## config.mk

```make
export PLATFORM = sky130hd
export DESIGN_NAME = rate_tick_gen
export DESIGN_NICKNAME = d
export VERILOG_FILES = /design/src/rtl/rate_tick_gen.sv
export SDC_FILE = /design/constraint.sdc
export NUM_CORES = 1
export LEC_CHECK = 0
export BUFFER_PORTS_ARGS = -buffer_cell sky130_fd_sc_hd__buf_4
export CAP_MARGIN = 5
export CORE_MARGIN = 2
export CORE_UTILIZATION = 55
export DETAILED_ROUTE_END_ITERATION = 16
export GPL_TIMING_DRIVEN = 0
export PLACE_DENSITY = 0.79
export SLEW_MARGIN = 20
export SYNTH_ARGS = -nofsm -noshare
export SYNTH_HDL_FRONTEND = slang
export SYNTH_SLANG_ARGS = --single-unit
```

## constraint.sdc

```tcl
create_clock -name CLOCK_50 -period 3.1 [get_ports CLOCK_50]
set_input_delay 0.155 -clock CLOCK_50 [delete_from_list [all_inputs] [get_ports CLOCK_50]]
set_output_delay 0.155 -clock CLOCK_50 [all_outputs]
set_load 0.1 [all_outputs]
```

## src/rtl/rate_tick_gen.sv

```systemverilog
// -----------------------------------------------------------------------------
// rate_tick_gen
//   Programmable rate divider. Produces a single-cycle enable pulse (tick) once
//   every rate+1 enabled CLOCK_50 cycles, a square wave that toggles on each
//   tick, and a wrapping count of ticks. Downstream logic must qualify on tick
//   while staying on CLOCK_50; square is for observation only, never a clock.
//
// Ports
//   CLOCK_50    in   1      system clock, rising edge
//   resetn      in   1      asynchronous active-low reset
//   enable      in   1      count enable; low pauses the counter
//   load        in   1      capture rate_in as the new rate and restart phase
//   rate_in     in   WIDTH  new rate, sampled only while load=1
//   clear       in   1      restart phase, zero tick_count and square
//   tick        out  1      one-cycle pulse per rate+1 enabled cycles
//   square      out  1      toggles on every tick
//   tick_count  out  CNT_W  ticks since reset/clear, wraps silently
//   rate_q      out  WIDTH  currently active rate
// -----------------------------------------------------------------------------
module rate_tick_gen #(
  parameter int                WIDTH        = 28,
  parameter logic [WIDTH-1:0]  DEFAULT_RATE = WIDTH'(12_499_999),
  parameter int                CNT_W        = 8
) (
  input  logic             CLOCK_50,
  input  logic             resetn,
  input  logic             enable,
  input  logic             load,
  input  logic [WIDTH-1:0] rate_in,
  input  logic             clear,
  output logic             tick,
  output logic             square,
  output logic [CNT_W-1:0] tick_count,
  output logic [WIDTH-1:0] rate_q
);

  logic [WIDTH-1:0] r_rate;
  logic [WIDTH-1:0] r_counter;
  logic             r_tick;
  logic             r_square;
  logic [CNT_W-1:0] r_tick_count;

  // Counter reaching zero marks the last cycle of the current period.
  logic w_period_end;
  assign w_period_end = (r_counter == '0);

  // Only decrement and reload are ever applied to the counter, so any rate up
  // to the full register width works without overflow.
  always_ff @(posedge CLOCK_50 or negedge resetn) begin
    if (!resetn) begin
      r_rate       <= DEFAULT_RATE;
      r_counter    <= DEFAULT_RATE;
      r_tick       <= 1'b0;
      r_square     <= 1'b0;
      r_tick_count <= '0;
    end else if (clear) begin
      // Phase restart keeps the active rate; a coincident tick is dropped.
      r_counter    <= r_rate;
      r_tick       <= 1'b0;
      r_square     <= 1'b0;
      r_tick_count <= '0;
    end else if (load) begin
      // New rate takes effect immediately with a full period.
      r_rate    <= rate_in;
      r_counter <= rate_in;
      r_tick    <= 1'b0;
    end else if (enable) begin
      if (w_period_end) begin
        r_counter    <= r_rate;
        r_tick       <= 1'b1;
        r_square     <= ~r_square;
        r_tick_count <= r_tick_count + CNT_W'(1);
      end else begin
        r_counter <= r_counter - WIDTH'(1);
        r_tick    <= 1'b0;
      end
    end else begin
      // Paused: phase, square and count hold so counting resumes seamlessly.
      r_tick <= 1'b0;
    end
  end

  assign tick       = r_tick;
  assign square     = r_square;
  assign tick_count = r_tick_count;
  assign rate_q     = r_rate;

endmodule

```

# After elaboration in Yosys (flattened, before gate mapping)

Cells that the tools add are included.

Bits in registers: 66
Output and inout bits: 38
Word-level logic and storage cells: 32

Add/subtract/negate cells: 2
Equality and inequality tests: 1
Muxes and demuxes: 16
Bitwise gates (word level): 2
Reductions and logical operators: 6

Operator list:

| operator                                              | number |
|---|---|
| two-way mux 28 bit                                    | 4 |
| two-way mux 8 bit                                     | 4 |
| zero test 28 bit                                      | 1 |
| subtractor 28 x 1 -> 28 bit, second input constant    | 1 |
| adder 8 x 1 -> 8 bit, second input constant           | 1 |
| two-way mux 1 bit                                     | 8 |
| nonzero test 2 bit                                    | 2 |
| AND reduction 3 bit                                   | 1 |
| nonzero test 3 bit                                    | 1 |
| inequality test 2 x 1 -> 1 bit, second input constant | 1 |
| inverter 1 bit                                        | 2 |
| AND reduction 2 bit                                   | 1 |

# Logic depth before layout (Yosys ltp)

Depth in word-level cells: 5
Mapped depth: 9
Gate-level depth less buffers: 7

# Worst setup path after synthesis

OpenSTA, ideal clock, no wires.

Kind: register to register
From: register r_tick_count[0], in the netlist tick_count[0]
To: register r_tick_count[7], in the netlist tick_count[7]
Library setup time: 78 ps
Arrival time: 2146 ps
Slack: 876 ps
Stages on the path, launching flop included: 5
Buffers on the path: 0
Clock period less this slack: 2224 ps
Cell sequence: dfrtp_1 > nand3_1 > or3_1 > or4_1 > a21oi_1

Longest elaborated chain between the ends: 5

RTL lines:

| what                   | RTL line | RTL |
|---|---|---|
| from (decl)            | 41       | `logic [CNT_W-1:0] r_tick_count;` |
| from (signal assigned) | 72       | `r_tick_count <= r_tick_count + CNT_W'(1);` |
| adder 8 x 1 -> 8 bit   | 72       |  |
| two-way mux 8 bit      | 68       | `if (w_period_end) begin` |
| two-way mux 8 bit      | 67       | `end else if (enable) begin` |
| two-way mux 8 bit      | 62       | `end else if (load) begin` |
| two-way mux 8 bit      | 56       | `end else if (clear) begin` |

Every way passes these cells. The select of a mux whose other input is x is not followed.
A chain may end at the register's enable or synchronous reset.

# Worst setup path after layout

From: register r_counter[6]
To: register r_counter[26]

Longest elaborated chain between the ends: 5

RTL lines:

| what                                                            | RTL line | RTL |
|---|---|---|
| from (decl)                                                     | 38       | `logic [WIDTH-1:0] r_counter;` |
| from (signal assigned)                                          | 58       | `r_counter <= r_rate;` |
| from (signal assigned)                                          | 65       | `r_counter <= rate_in;` |
| from (signal assigned)                                          | 69       | `r_counter <= r_rate;` |
| subtractor 28 x 1 -> 28 bit or zero test 28 bit (tied branches) | 74, 45   |  |
| two-way mux 28 bit *                                            | 68       |  |
| two-way mux 28 bit *                                            | 67       |  |
| two-way mux 28 bit *                                            | 62       |  |
| two-way mux 28 bit *                                            | 56       |  |

Every way passes the cells marked *; elsewhere a longest branch is shown, timed or not. The select of a mux whose other input is x is not followed.

==> flow_summary.yaml <==
finish:
  num_antenna_cells: 0
  fin_cells: 683
  final_cell_mix: "nand2_1, buf_4, a21oi_1, dfrtp_1, nor2_1"
  n_fill_cell: 626
  regArea_sq_um: 1692
  fin_area_sq_um: 4950
  num-nets-final: 615
  synthToLayoutAreaGrowth_pct: 20.98
  final_common_cell: "nand2_1"
  multiInputGateArea_sq_um: 2237
  drive_gt1_share_pct: 22.60
global_route:
  overflow: 0
  antenna_found_initial: 0
  track_usage_pct: 33.43
  grt_pass1_vias: 4169
  grt_max_degree: 67
  grt_pass1_wl_um: 21600
critical_path:
  crit_chain: "nor4_1 > and4_1 > buf_2 > a41o_1 > buf_2 > a21oi_1 > a211oi_1"
  crit_slowest_cell: "nor4_1"
  crit_family: "simple AND/OR/NAND/NOR gates"
  path_class: "reg -> reg"
  crit_buf_inv: 2
  crit_fanout: 10
  worstSetupStartpointType: "flop"
  cp_data_arrival_time_ps: 3150
  critPathRequiredTime_ps: 3350
  max_stage_delay_ps: 640
  crit_top_cell: "buf_2"
  crit_path_end_kind: "flop"
synthesis:
  yosysSeqAreaShare_pct: 41.35
  synthCells: 496
  ys.warnings.count: 0
  synth.ff_latch_count: 66
  syn_nets: 532
  netlist_area_sq_um: 4091
  synth_edf_count: 0
  synth.distinct_cells: 61
  postSynth.asyncResetShare_pct: 100.0
  syn_avg_cell_area_sq_um: 8.249
  ys.flop_type: "dfrtp_1"
floorplanning:
  dieArea_sq_um: 8145
  die_width_um: 90.25
  initial_core_util_pct: 56.71
  core_sq_um: 7214
  die_h_um: 90.25
  io_pins: 71
  std_cell_rows: 31
clocking:
  htreeDepth: 3
  path_clk_slew_ps: 80
  post_cts_buffers: 0
  numCtsBuffers: 9
  cts_tree: "done"
  clk_path_buf_depth: 2
  clock_sinks: 66
  cts-root-buf: "clkbuf_8"
  ctsResizeCount: 0
  clk_latency_ps: 350
routing:
  drt_first_pass_iters: 6
  antenna_left: 0
  wl_per_cell_um: 19.61
  wl_um: 13390
  drt_iter0_drc: 427
  drc: 0
  dr_total_vias: 4342
  routed_via_density: 6.357
placed_design:
  dp.cells: 664
  place.gp.congestion: 0.9434
  io_buffer_count: 69
  place_hpwl_um: 9392
  dpl_cell_area_sq_um: 4733
run_status:
  status: "finished clean"
sta:
  finalSetupTns_ps: 0
  skew_ps: 8.205
  max_freq_mhz: 344.2
  slew_viol_final: 0
  setup_violations: 0
  post-route-period-util_pct: 93.72
  rsz0062_at_grt: "false"
  worstMarginPinSlew_ps: 1066
  slew_headroom_pct: 28.65
  fin_crit_ps: 2905
  final-hold-violation-count: 0
power:
  ir_drop_uv: 432.0
  pwr_density_cell_nw_per_um2: 568.2
  power.leakage_nw: 2.105
job:
  drv_cap: 0
hold_path:
  min_path_type: "in -> reg"
-- state kept, by name, summed over array words and instances (netlist names) --
register    cells
tick            1
square          1
tick_count      8
r_counter      28
rate_q         28
-- layer usage --
layer	track usage [%]	up-vias	part of all wire [%]	routed length (um)
li1	-	1975	-	-
met1	46.40	2036	41	5456
met2	53.38	291	46	6226
met3	4.424	40	10	1333
met4	13.33	0	2.8	376
met5	0	-	0	0
-- path summary, 6_finish.rpt --
check,from,endpoint,slack [ps],depth (start not counted)
setup / recovery,r_counter[6]$_DFFE_PN0P_,r_counter[26]$_DFFE_PN0P_,190,7
hold / removal,rate_in[7],rate_q[7]$_DFFE_PN0P_,4,3
setup reg to reg,r_counter[6]$_DFFE_PN0P_,r_counter[26]$_DFFE_PN0P_,190,7
hold reg to reg,rate_q[4]$_DFFE_PN1P_,rate_q[4]$_DFFE_PN1P_,470,2
max in group asynchronous,resetn,tick_count[0]$_DFFE_PN0P_,2110,2
min in group asynchronous,resetn,r_counter[27]$_DFFE_PN0P_,450,2
-- report_power, final --
part | internal, mW | switching [mW]
Combinational | 0.269 | 0.667
Clock | 0.369 | 0.354
Sequential | 1.01 | 0.142
Total | 1.65 | 1.16
-- timing repair --
action | 4_1_cts | 5_1_grt
endpoints found under the setup margin | 0 | 0
hold buffers | 3 | 0
endpoints found under the hold margin | 36 | 0
-- cell usage after synthesis (6+ instances only) --
library cell,n,share of area [%]
clkbuf_1,24,2.2
nor2_1,33,3.0
nand4_1,7,1.1
nor3_1,21,2.6
a21oi_1,37,4.5
o221ai_1,6,1.3
dfrtp_1,34,21
nor4_1,7,1.1
nor3b_1,14,2.6
or4_1,9,1.7
inv_1,10,0.92
nor2b_1,10,1.5
nand2_1,110,10
a211oi_1,8,1.5
o21ai_0,20,2.4
a31oi_1,6,0.92
dfstp_2,32,21
o31ai_1,9,1.7
or3_1,10,1.5
-- logic make-up after synthesis --
family          Yosys count  synth area share (%)
compound gates          127                 21.07
xor+xnor                  6                 1.285
fa+ha+maj                 3                0.9175
buf+inv                  42                 3.976
flops                    66                 41.35
mux                       5                 1.284
simple gates            247                 30.12
-- per-stage QoR --
stage / hold slack [ps] / utilization [%] / setup slack, ps / total power [mW]
final: 3.827 / 68.61 / 194.6 / 2.812
after global routing: 12.85 / 68.61 / 68.65 / 2.921
after CTS: 1.959 / 68.61 / 292.8 / 2.794
after detailed placement: 307.2 / 65.61 / 304.6 / 2.081
after global placement: 308.6 / 65.61 / 417.2 / 2.059
after floorplan: -140.6 / - / 876.2 / 1.820
-- worst reg2reg max path, cell delays in order (launching register included) --
cell	delay, ps
dfrtp_1	460
nor4_1	640
and4_1	270
buf_2	210
a41o_1	440
buf_2	400
a21oi_1	140
a211oi_1	250
-- final cells by class --
class	instances	share of cell area (%)
plain buffers	32	2.528
clock buffers	11	2.654
clock inverters	5	1.112
inverters	10	0.7583
multi-input cells	388	45.20
flip-flops and latches	66	34.18
well taps	99	2.503
repair buffers	72	11.07
(Power assumes the default switching activity.)
